File: config.mk
export PLATFORM = sky130hd
export DESIGN_NAME = rv_multicycle_ctrl
export DESIGN_NICKNAME = d
export VERILOG_FILES = /design/src/rtl/rv_multicycle_ctrl.sv
export SDC_FILE = /design/constraint.sdc
export NUM_CORES = 1
export LEC_CHECK = 0
export CAP_MARGIN = 10
export CORE_ASPECT_RATIO = 0.9
export CORE_MARGIN = 2
export CORE_UTILIZATION = 30
export CTS_CLUSTER_SIZE = 40
export DETAILED_ROUTE_END_ITERATION = 12
export PLACE_DENSITY = 0.67
export SYNTH_ARGS = -nofsm -noshare
export SYNTH_HDL_FRONTEND = slang
export SYNTH_SLANG_ARGS = --single-unit
File: constraint.sdc
create_clock -name i_clk -period 2.9 [get_ports i_clk]
set_input_delay 0.58 -clock i_clk [delete_from_list [all_inputs] [get_ports i_clk]]
set_output_delay 0.58 -clock i_clk [all_outputs]
set_load 0.01 [all_outputs]
File: src/rtl/rv_multicycle_ctrl.sv
// Main control FSM for the multicycle RV32I datapath: sequences fetch/decode/
// execute/memory/writeback, drives datapath strobes and counts retired instructions.
module rv_multicycle_ctrl #(
  parameter int unsigned CNT_WIDTH = 32
) (
  input  logic                 i_clk,
  input  logic                 i_rst,
  input  logic [31:0]          i_inst,
  input  logic                 i_imem_ready,
  input  logic                 i_dmem_ready,
  input  logic                 i_branch_taken,
  output logic [5:0]           o_format,
  output logic                 o_imem_req,
  output logic                 o_ir_write,
  output logic                 o_dmem_req,
  output logic                 o_dmem_wen,
  output logic                 o_rf_wen,
  output logic [1:0]           o_wb_sel,
  output logic                 o_pc_write,
  output logic [1:0]           o_pc_sel,
  output logic [2:0]           o_state,
  output logic                 o_retire,
  output logic                 o_halt,
  output logic                 o_illegal,
  output logic [CNT_WIDTH-1:0] o_retired
);

  localparam logic [6:0] OPC_OP     = 7'b0110011;
  localparam logic [6:0] OPC_OPIMM  = 7'b0010011;
  localparam logic [6:0] OPC_LOAD   = 7'b0000011;
  localparam logic [6:0] OPC_STORE  = 7'b0100011;
  localparam logic [6:0] OPC_BRANCH = 7'b1100011;
  localparam logic [6:0] OPC_JAL    = 7'b1101111;
  localparam logic [6:0] OPC_JALR   = 7'b1100111;
  localparam logic [6:0] OPC_LUI    = 7'b0110111;
  localparam logic [6:0] OPC_AUIPC  = 7'b0010111;
  localparam logic [6:0] OPC_FENCE  = 7'b0001111;
  localparam logic [6:0] OPC_SYSTEM = 7'b1110011;

  typedef enum logic [2:0] {
    S_FETCH  = 3'd0,
    S_DECODE = 3'd1,
    S_EXEC   = 3'd2,
    S_MEM    = 3'd3,
    S_WB     = 3'd4,
    S_HALT   = 3'd5
  } state_e;

  state_e               state_q, state_d;
  logic                 halt_q, halt_d;
  logic                 illegal_q, illegal_d;
  logic [CNT_WIDTH-1:0] retired_q;

  logic [6:0] opcode;
  logic [5:0] fmt_c;
  logic       rd_nz;
  logic       unused_inst;

  logic       imem_req_c, ir_write_c, dmem_req_c, dmem_wen_c;
  logic       rf_wen_c, pc_write_c, retire_c;
  logic [1:0] wb_sel_c, pc_sel_c;

  assign opcode      = i_inst[6:0];
  assign rd_nz       = (i_inst[11:7] != 5'd0);
  assign unused_inst = ^i_inst[31:12];

  // One-hot format for the immediate generator; all-zero marks an illegal opcode
  always_comb begin
    fmt_c = 6'b000000;
    case (opcode)
      OPC_OP:                                               fmt_c = 6'b000001;
      OPC_OPIMM, OPC_LOAD, OPC_JALR, OPC_FENCE, OPC_SYSTEM: fmt_c = 6'b000010;
      OPC_STORE:                                            fmt_c = 6'b000100;
      OPC_BRANCH:                                           fmt_c = 6'b001000;
      OPC_LUI, OPC_AUIPC:                                   fmt_c = 6'b010000;
      OPC_JAL:                                              fmt_c = 6'b100000;
      default:                                              fmt_c = 6'b000000;
    endcase
  end

  // Next-state and strobe decode
  always_comb begin
    state_d    = state_q;
    halt_d     = halt_q;
    illegal_d  = illegal_q;
    imem_req_c = 1'b0;
    ir_write_c = 1'b0;
    dmem_req_c = 1'b0;
    dmem_wen_c = 1'b0;
    rf_wen_c   = 1'b0;
    wb_sel_c   = 2'b00;
    pc_write_c = 1'b0;
    pc_sel_c   = 2'b00;
    retire_c   = 1'b0;
    case (state_q)
      S_FETCH: begin
        imem_req_c = 1'b1;
        if (i_imem_ready) begin
          ir_write_c = 1'b1;
          state_d    = S_DECODE;
        end
      end
      S_DECODE: begin
        if (fmt_c == 6'b000000) begin
          state_d   = S_HALT;
          halt_d    = 1'b1;
          illegal_d = 1'b1;
        end else if (opcode == OPC_SYSTEM) begin
          state_d = S_HALT;
          halt_d  = 1'b1;
        end else begin
          state_d = S_EXEC;
        end
      end
      S_EXEC: begin
        if (opcode == OPC_BRANCH || opcode == OPC_FENCE) begin
          pc_write_c = 1'b1;
          pc_sel_c   = (opcode == OPC_BRANCH && i_branch_taken) ? 2'b01 : 2'b00;
          retire_c   = 1'b1;
          state_d    = S_FETCH;
        end else if (opcode == OPC_LOAD || opcode == OPC_STORE) begin
          state_d = S_MEM;
        end else begin
          state_d = S_WB;
        end
      end
      S_MEM: begin
        dmem_req_c = 1'b1;
        dmem_wen_c = (opcode == OPC_STORE);
        if (i_dmem_ready) begin
          if (opcode == OPC_STORE) begin
            pc_write_c = 1'b1;
            retire_c   = 1'b1;
            state_d    = S_FETCH;
          end else begin
            state_d = S_WB;
          end
        end
      end
      S_WB: begin
        rf_wen_c   = rd_nz;
        pc_write_c = 1'b1;
        retire_c   = 1'b1;
        state_d    = S_FETCH;
        case (opcode)
          OPC_LOAD: wb_sel_c = 2'b01;
          OPC_JAL:  begin wb_sel_c = 2'b10; pc_sel_c = 2'b01; end
          OPC_JALR: begin wb_sel_c = 2'b10; pc_sel_c = 2'b10; end
          OPC_LUI:  wb_sel_c = 2'b11;
          default:  wb_sel_c = 2'b00;
        endcase
      end
      S_HALT: state_d = S_HALT;
      default: state_d = S_FETCH;
    endcase
  end

  always_ff @(posedge i_clk) begin
    if (i_rst) begin
      state_q   <= S_FETCH;
      halt_q    <= 1'b0;
      illegal_q <= 1'b0;
      retired_q <= '0;
    end else begin
      state_q   <= state_d;
      halt_q    <= halt_d;
      illegal_q <= illegal_d;
      if (retire_c) retired_q <= retired_q + CNT_WIDTH'(1);
    end
  end

  // Reset masks every strobe, including one raised by a pending memory wait
  assign o_imem_req = imem_req_c & ~i_rst;
  assign o_ir_write = ir_write_c & ~i_rst;
  assign o_dmem_req = dmem_req_c & ~i_rst;
  assign o_dmem_wen = dmem_wen_c & ~i_rst;
  assign o_rf_wen   = rf_wen_c   & ~i_rst;
  assign o_pc_write = pc_write_c & ~i_rst;
  assign o_retire   = retire_c   & ~i_rst;
  assign o_wb_sel   = wb_sel_c;
  assign o_pc_sel   = pc_sel_c;
  assign o_format   = fmt_c;
  assign o_state    = 3'(state_q);
  assign o_halt     = halt_q;
  assign o_illegal  = illegal_q;
  assign o_retired  = retired_q;

endmodule
# After elaboration in Yosys (flattened, before gate mapping)
# Cells that the tools add are included.
# W data, S select, Z words.
classes:
  add_sub_neg: 1
  eq_ne: 18
  n_mux: 27
  bitwise_logic: 7
  reduce_logical: 13
ops:
  columns: ["op", "count"]
  rows:
  - ["$pmux W6 S6", 1]
  - ["$add A32 B1 Y32 const B", 1]
  - ["$eq A7 B7 Y1 const B", 4]
  - ["$eq A7 B6 Y1 const B", 3]
  - ["$mux W3", 7]
  - ["$pmux W3 S5", 1]
  - ["$eq A7 B5 Y1 const B", 2]
  - ["$mux W1", 13]
  - ["$pmux W2 S2", 2]
  - ["$eq A7 B2 Y1 const B", 1]
  - ["$eq A7 B4 Y1 const B", 1]
  - ["$and A1 B1 Y1", 6]
  - ["$eq A3 B2 Y1 const B", 2]
  - ["$eq A3 B3 Y1 const B", 2]
  - ["$logic_not A6 Y1", 1]
  - ["$pmux W2 S3", 1]
  - ["$reduce_and A2 Y1", 3]
  - ["$reduce_bool A5 Y1", 1]
  - ["$reduce_or A5 Y1", 1]
  - ["$ne A2 B2 Y1 const B", 2]
  - ["$reduce_or A2 Y1", 2]
  - ["$eq A3 B1 Y1 const B", 1]
  - ["$logic_not A3 Y1", 1]
  - ["$pmux W1 S3", 1]
  - ["5 further kinds", 6]
totals:
  ff_bits: 37
  inputBits: 37
  out_inout_bits: 54
  elab_cells: 70

# Longest topological paths before layout
depth:
  word_depth: 6
  depth_mapped: 7
  mapped_depth_nobuf: 6

# Worst setup path before layout
# OpenSTA, ideal clock, no wires.
synth_timing:
  kind: "input -> output"
  startpoint: "input port i_inst[2]"
  endpoint: "output port o_retire"
  arrival_ns: 2.178
  required_time_ns: 2.320
  path_slack_ns: 0.142
  stages: 7
  path_buffers: 3
  path_cell_list: "buf_6 -> or3_4 -> nor4_4 -> nor3_4 -> clkbuf_1 -> nor2_1 -> buf_4"
synth_between:
  elab_chain_cells: 5
  elab_cells_between_ends: 9
  cone_classes: "3 x eq/ne; 4 x mux; 1 x bitwise; 1 x reduce/logical"
synth_lines:
  columns: ["item", "line", "source"]
  rows:
  - ["start, declared", "8", "input logic [31:0] i_inst,"]
  - ["$eq A7 B6 Y1 (tied with other cells)", "131", "if (opcode == OPC_STORE) begin"]
  - ["$mux W1 / $logic_or A1 B1 Y1 (equally long branches)", null, null]
  - ["$mux W1 (on tied branches)", null, null]
  - ["$pmux W1 S3 (*)", null, null]
  - ["$and A1 B1 Y1 (*)", null, null]
  - ["end, declared", "22", "output logic o_retire,"]
# Every way passes the cells marked *; elsewhere a longest branch is shown, timed or not.

# Worst setup path after layout
layout_timing:
  startpoint: "input port i_inst[2]"
  endpoint: "output port o_format[2]"
layout_between:
  elab_chain_cells: 3
  elab_cells_between_ends: 14
  cone_classes: "11 x eq/ne; 1 x mux; 2 x reduce/logical"
layout_lines:
  columns: ["item", "line", "source"]
  rows:
  - ["$eq A7 B7 Y1 (tied with other cells)", "70", "case (opcode)"]
  - ["$reduce_or A5 Y1 / $reduce_or A2 Y1 (equally long branches)", "70", null]
  - ["$pmux W6 S6 (*)", "70", null]
  - ["end, declared", "12", "output logic [5:0] o_format,"]
# Marked as above.

==> impl_metrics.csv <==
group,metric,value,unit
outcome,status,"completed",
grt,grt-ovfl-total,0,
cells_and_area,n_antenna_cell,0,
grt,grt_pass1_vias,2315,
min_path,min_from,"o_illegal",
cells_and_area,postLayoutCoreUtil,44.9,%
synth,syn_avg_cell_area,7.92,um^2
place,placed_area,3270,um^2
timing,fmax,352,MHz
timing,fin_crit,2.84,ns
clocking,cts_tree,"yes",
synth,syn_inst,294,
grt,grt_antenna_before_repair,0,
clocking,cts_buffers,5,
synth,synth_edf_count,0,
timing,setup_ws,0.0580,ns
pwr,power_frac_clock,33.9,%
floorplanning,core_area,7540,um^2
grt,grt_usage,14.9,%
setup_path,cp_slowest_cell,"clkdlybuf4s50_1",
synth,synth_compound_area_share,21.8,%
detailed_routing,ant_nets,0,
timing,setup_viol_count_final,0,
clocking,cts_hold_buf,0,
clocking,clk_pin_slew_worst_paths,0.07,ns
setup_path,reg2reg_to,"o_retired[25]",
detailed_routing,routedWlPerCell,13.2,um
detailed_routing,vias_per_cell,5.26,
floorplanning,ios,91,
grt,grt_pass1_wl,10600,um
synth,syn_area,2330,um^2
pwr,intPower,0.765,mW
timing,drv_slew,0,
floorplanning,die_area,8490,um^2
setup_path,cp.required,2.32,ns
floorplanning,start_util,30.9,%
setup_path,max_stage_delay,0.55,ns
job,cap_violations,0,
pwr,p_comb_share,15.4,%
setup_path,rr_worst_depth,7,
place,place.gp.congestion,0.849,
timing,final_hold_viol_count,0,
min_path,min_path_type,"reg -> reg",
place,io_buffers,70,
detailed_routing,first_pass_iters,4,
pwr,powerDensity,308,nW/um^2
setup_path,cp_cell_sequence,"dlygate4sd2_1 -> or3_4 -> or2_2 -> nor2_1 -> clkdlybuf4s50_1",
synth,synthSimpleGateAreaFrac,38.0,%
cells_and_area,drive_above_1_share,14.0,%
setup_path,end_kind,"primary output",
synth,yosysWarnings,0,
min_path,whs_path_depth,2,
clocking,root_buffer,"clkbuf_8",
timing,relSlewSlack,56.9,%
synth,async_flop_share,0,%
timing,rsz0062_at_grt,"false",
synth,synth_top_family_by_area,"simple AND/OR/NAND/NOR gates",
cells_and_area,finalInstanceArea,3380,um^2
timing,hold_slack,0.486,ns
detailed_routing,vias,2529,
synth,synth_seq_area_share,31.8,%
timing,period_share,98.0,%
setup_path,worst-path-buf-inv,2,
clocking,clockBufferDepth,2,
synth,synth_cell_types,58,
clocking,worst_skew_pair.late_latency,0.29,ns
cells_and_area,areaGrowthSynthToFinish,45.3,%
floorplanning,num_rows,30,
setup_path,path_class,"in -> out",
pwr,power.leakage,1.27,nW
cells_and_area,final_nets,422,
pwr,sw_frac_of_total,26.5,%
setup_path,r2r_slack,0.66,ns
synth,synth_nets,332,
setup_path,arrival,2.26,ns
synth,yosys_register_bits,37,
synth,synth_fa_ha_area_share,0.967,%
synth,synthMuxAreaShare,0.483,%
min_path,min_to,"o_illegal",
setup_path,cp_top_family,"simple AND/OR/NAND/NOR gates",
timing,finClkSkew,0.00704,ns
setup_path,worstPathMaxFanout,5,
detailed_routing,wl,6330,um
pwr,seqPwrFrac,50.7,%
timing,tightest_slew,0.646,ns
detailed_routing,drt_iter0_markers,79,
synth,synthFlopType,"dfxtp_1",
setup_path,reg2reg_from,"o_state[1]",
synth,synth_xor_area_share,1.88,%
clocking,numClockSinks,37,
pwr,vdd_drop_max,160,uV
grt,grt_max_degree,24,
setup_path,startpoint_type,"input port",
floorplanning,die_h,87.6,um
place,place_ws,-0.386,ns
place,place_hpwl,4760,um
pwr,finalPower,1.04,mW
detailed_routing,drc,0,
pwr,p_switching,0.276,mW
clocking,h-tree-depth,2,
floorplanning,die_x,96.9,um
worst max path at each step:
stage,to,depth (start not counted),from,slack (ns)
floorplan,o_retire,7,i_inst[2],0.14
global placement,o_pc_write,6,i_inst[5],-0.40
detailed placement,o_retire,6,i_inst[5],-0.39
CTS,o_wb_sel[1],7,i_inst[4],0.003
global route,o_format[2],5,i_inst[1],0.002
finish,o_format[2],5,i_inst[2],0.06
Yosys cell counts (3+ instances only):
library cell,number,area share (%)
dfxtp_1,37,32
a21oi_1,27,5.8
nor2_1,26,4.2
nand2_1,22,3.5
or3_1,15,4.0
o21ai_0,14,3.0
clkbuf_1,12,1.9
nand3_1,12,2.6
nor3_1,11,2.4
or4_1,8,2.6
nor2b_1,7,1.9
inv_1,6,0.97
nand4_1,6,1.6
and2_1,4,1.1
and3_1,4,1.1
and4_1,4,1.5
nand2b_1,4,1.1
nand3b_1,4,1.3
nand4b_1,4,1.5
nor4_1,4,1.1
o31ai_1,4,1.3
buf_6,3,1.4
o21a_1,3,0.97
o21ai_1,3,0.64
o21ba_1,3,1.3
o41ai_1,3,1.1
or2_2,3,0.81
xnor2_1,3,1.1
layout by cell type (no fill, tap or decap), types with 3 or more instances in the layout:
cell	Yosys	routed
and2_1	4	4
and3_1	4	4
clkdlybuf4s50_1	0	56
nand3b_1	4	4
nor3_1	11	11
o21ai_1	3	4
or4_1	8	8
nand3_1	12	12
o41ai_1	3	3
nand4_1	6	6
nor2b_1	7	7
nand2_1	22	22
inv_1	6	6
dfxtp_1	37	37
xnor2_1	3	3
nor4_1	4	3
dlygate4sd2_1	0	9
o31ai_1	4	4
clkbuf_8	0	5
buf_4	1	31
o21ba_1	3	3
nor2_1	26	25
a21oi_1	27	27
nand4b_1	4	4
o21ai_0	14	13
dlymetal6s2s_1	0	4
or3_1	15	15
nand2b_1	4	4
or2_2	3	3
and4_1	4	4
o21a_1	3	3
power groups by stage:
stage | combinational (mW) | sequential [mW] | clock, mW
6_report | 0.161 | 0.528 | 0.353
5_1_grt | 0.175 | 0.530 | 0.388
4_1_cts | 0.160 | 0.528 | 0.364
3_5_place_dp | 0.161 | 0.539 | 0
3_3_place_gp | 0.160 | 0.539 | 0
2_1_floorplan | 0.0831 | 0.535 | 0
worst register-to-register path, cell delays in order, from the launching register on:
cell and delay [ns]:
dfxtp_1 0.64, nand4b_1 0.22, nor4_4 0.25, buf_4 0.17
buf_4 0.13, o311ai_2 0.17, or4_1 0.45, a21oi_1 0.15
cells by family (layout without fill, tap and decap cells):
group,after synthesis,after routing
compound gates,77,77
xor+xnor,5,5
fa+ha+maj,2,2
buf+inv,24,115
flops,37,37
mux,1,1
simple gates,148,148
through the flow:
step                setup TNS, ns  std cells
floorplan                       0        294
global placement            -3.11        471
detailed placement          -3.06        471
CTS                             0        481
global route                    0        481
finish                          0        481
repair_timing:
action | CTS | global route
buffers inserted | 2 | 0
gates resized for setup | 16 | 5
hold endpoints to repair | 0 | 0
endpoints found under the setup margin | 13 | 5
pin swaps | 3 | 1
registers in the layout, indices dropped and copies added (netlist names):
signal / flops
o_retired: 32
o_state: 3
o_illegal: 1
o_halt: 1
layer usage:
metal / routed length, um / track usage [%] / part of all wire, %
met2: 3000 / 25.9 / 47
met5: 0 / 0 / 0
met4: 31 / 3.46 / 0.49
met1: 3030 / 19.1 / 48
met3: 271 / 3.43 / 4.3
layout make-up:
cell class / count / area (um^2)
clock buffers: 6 / 72.6
clock inverters: 2 / 10.0
fillers: 730 / 4160
inverters: 6 / 22.5
multi-input cells: 233 / 1490
flip-flops and latches: 37 / 741
well taps: 96 / 120
repair buffers: 101 / 933
Power figures use the tool's default switching activity.
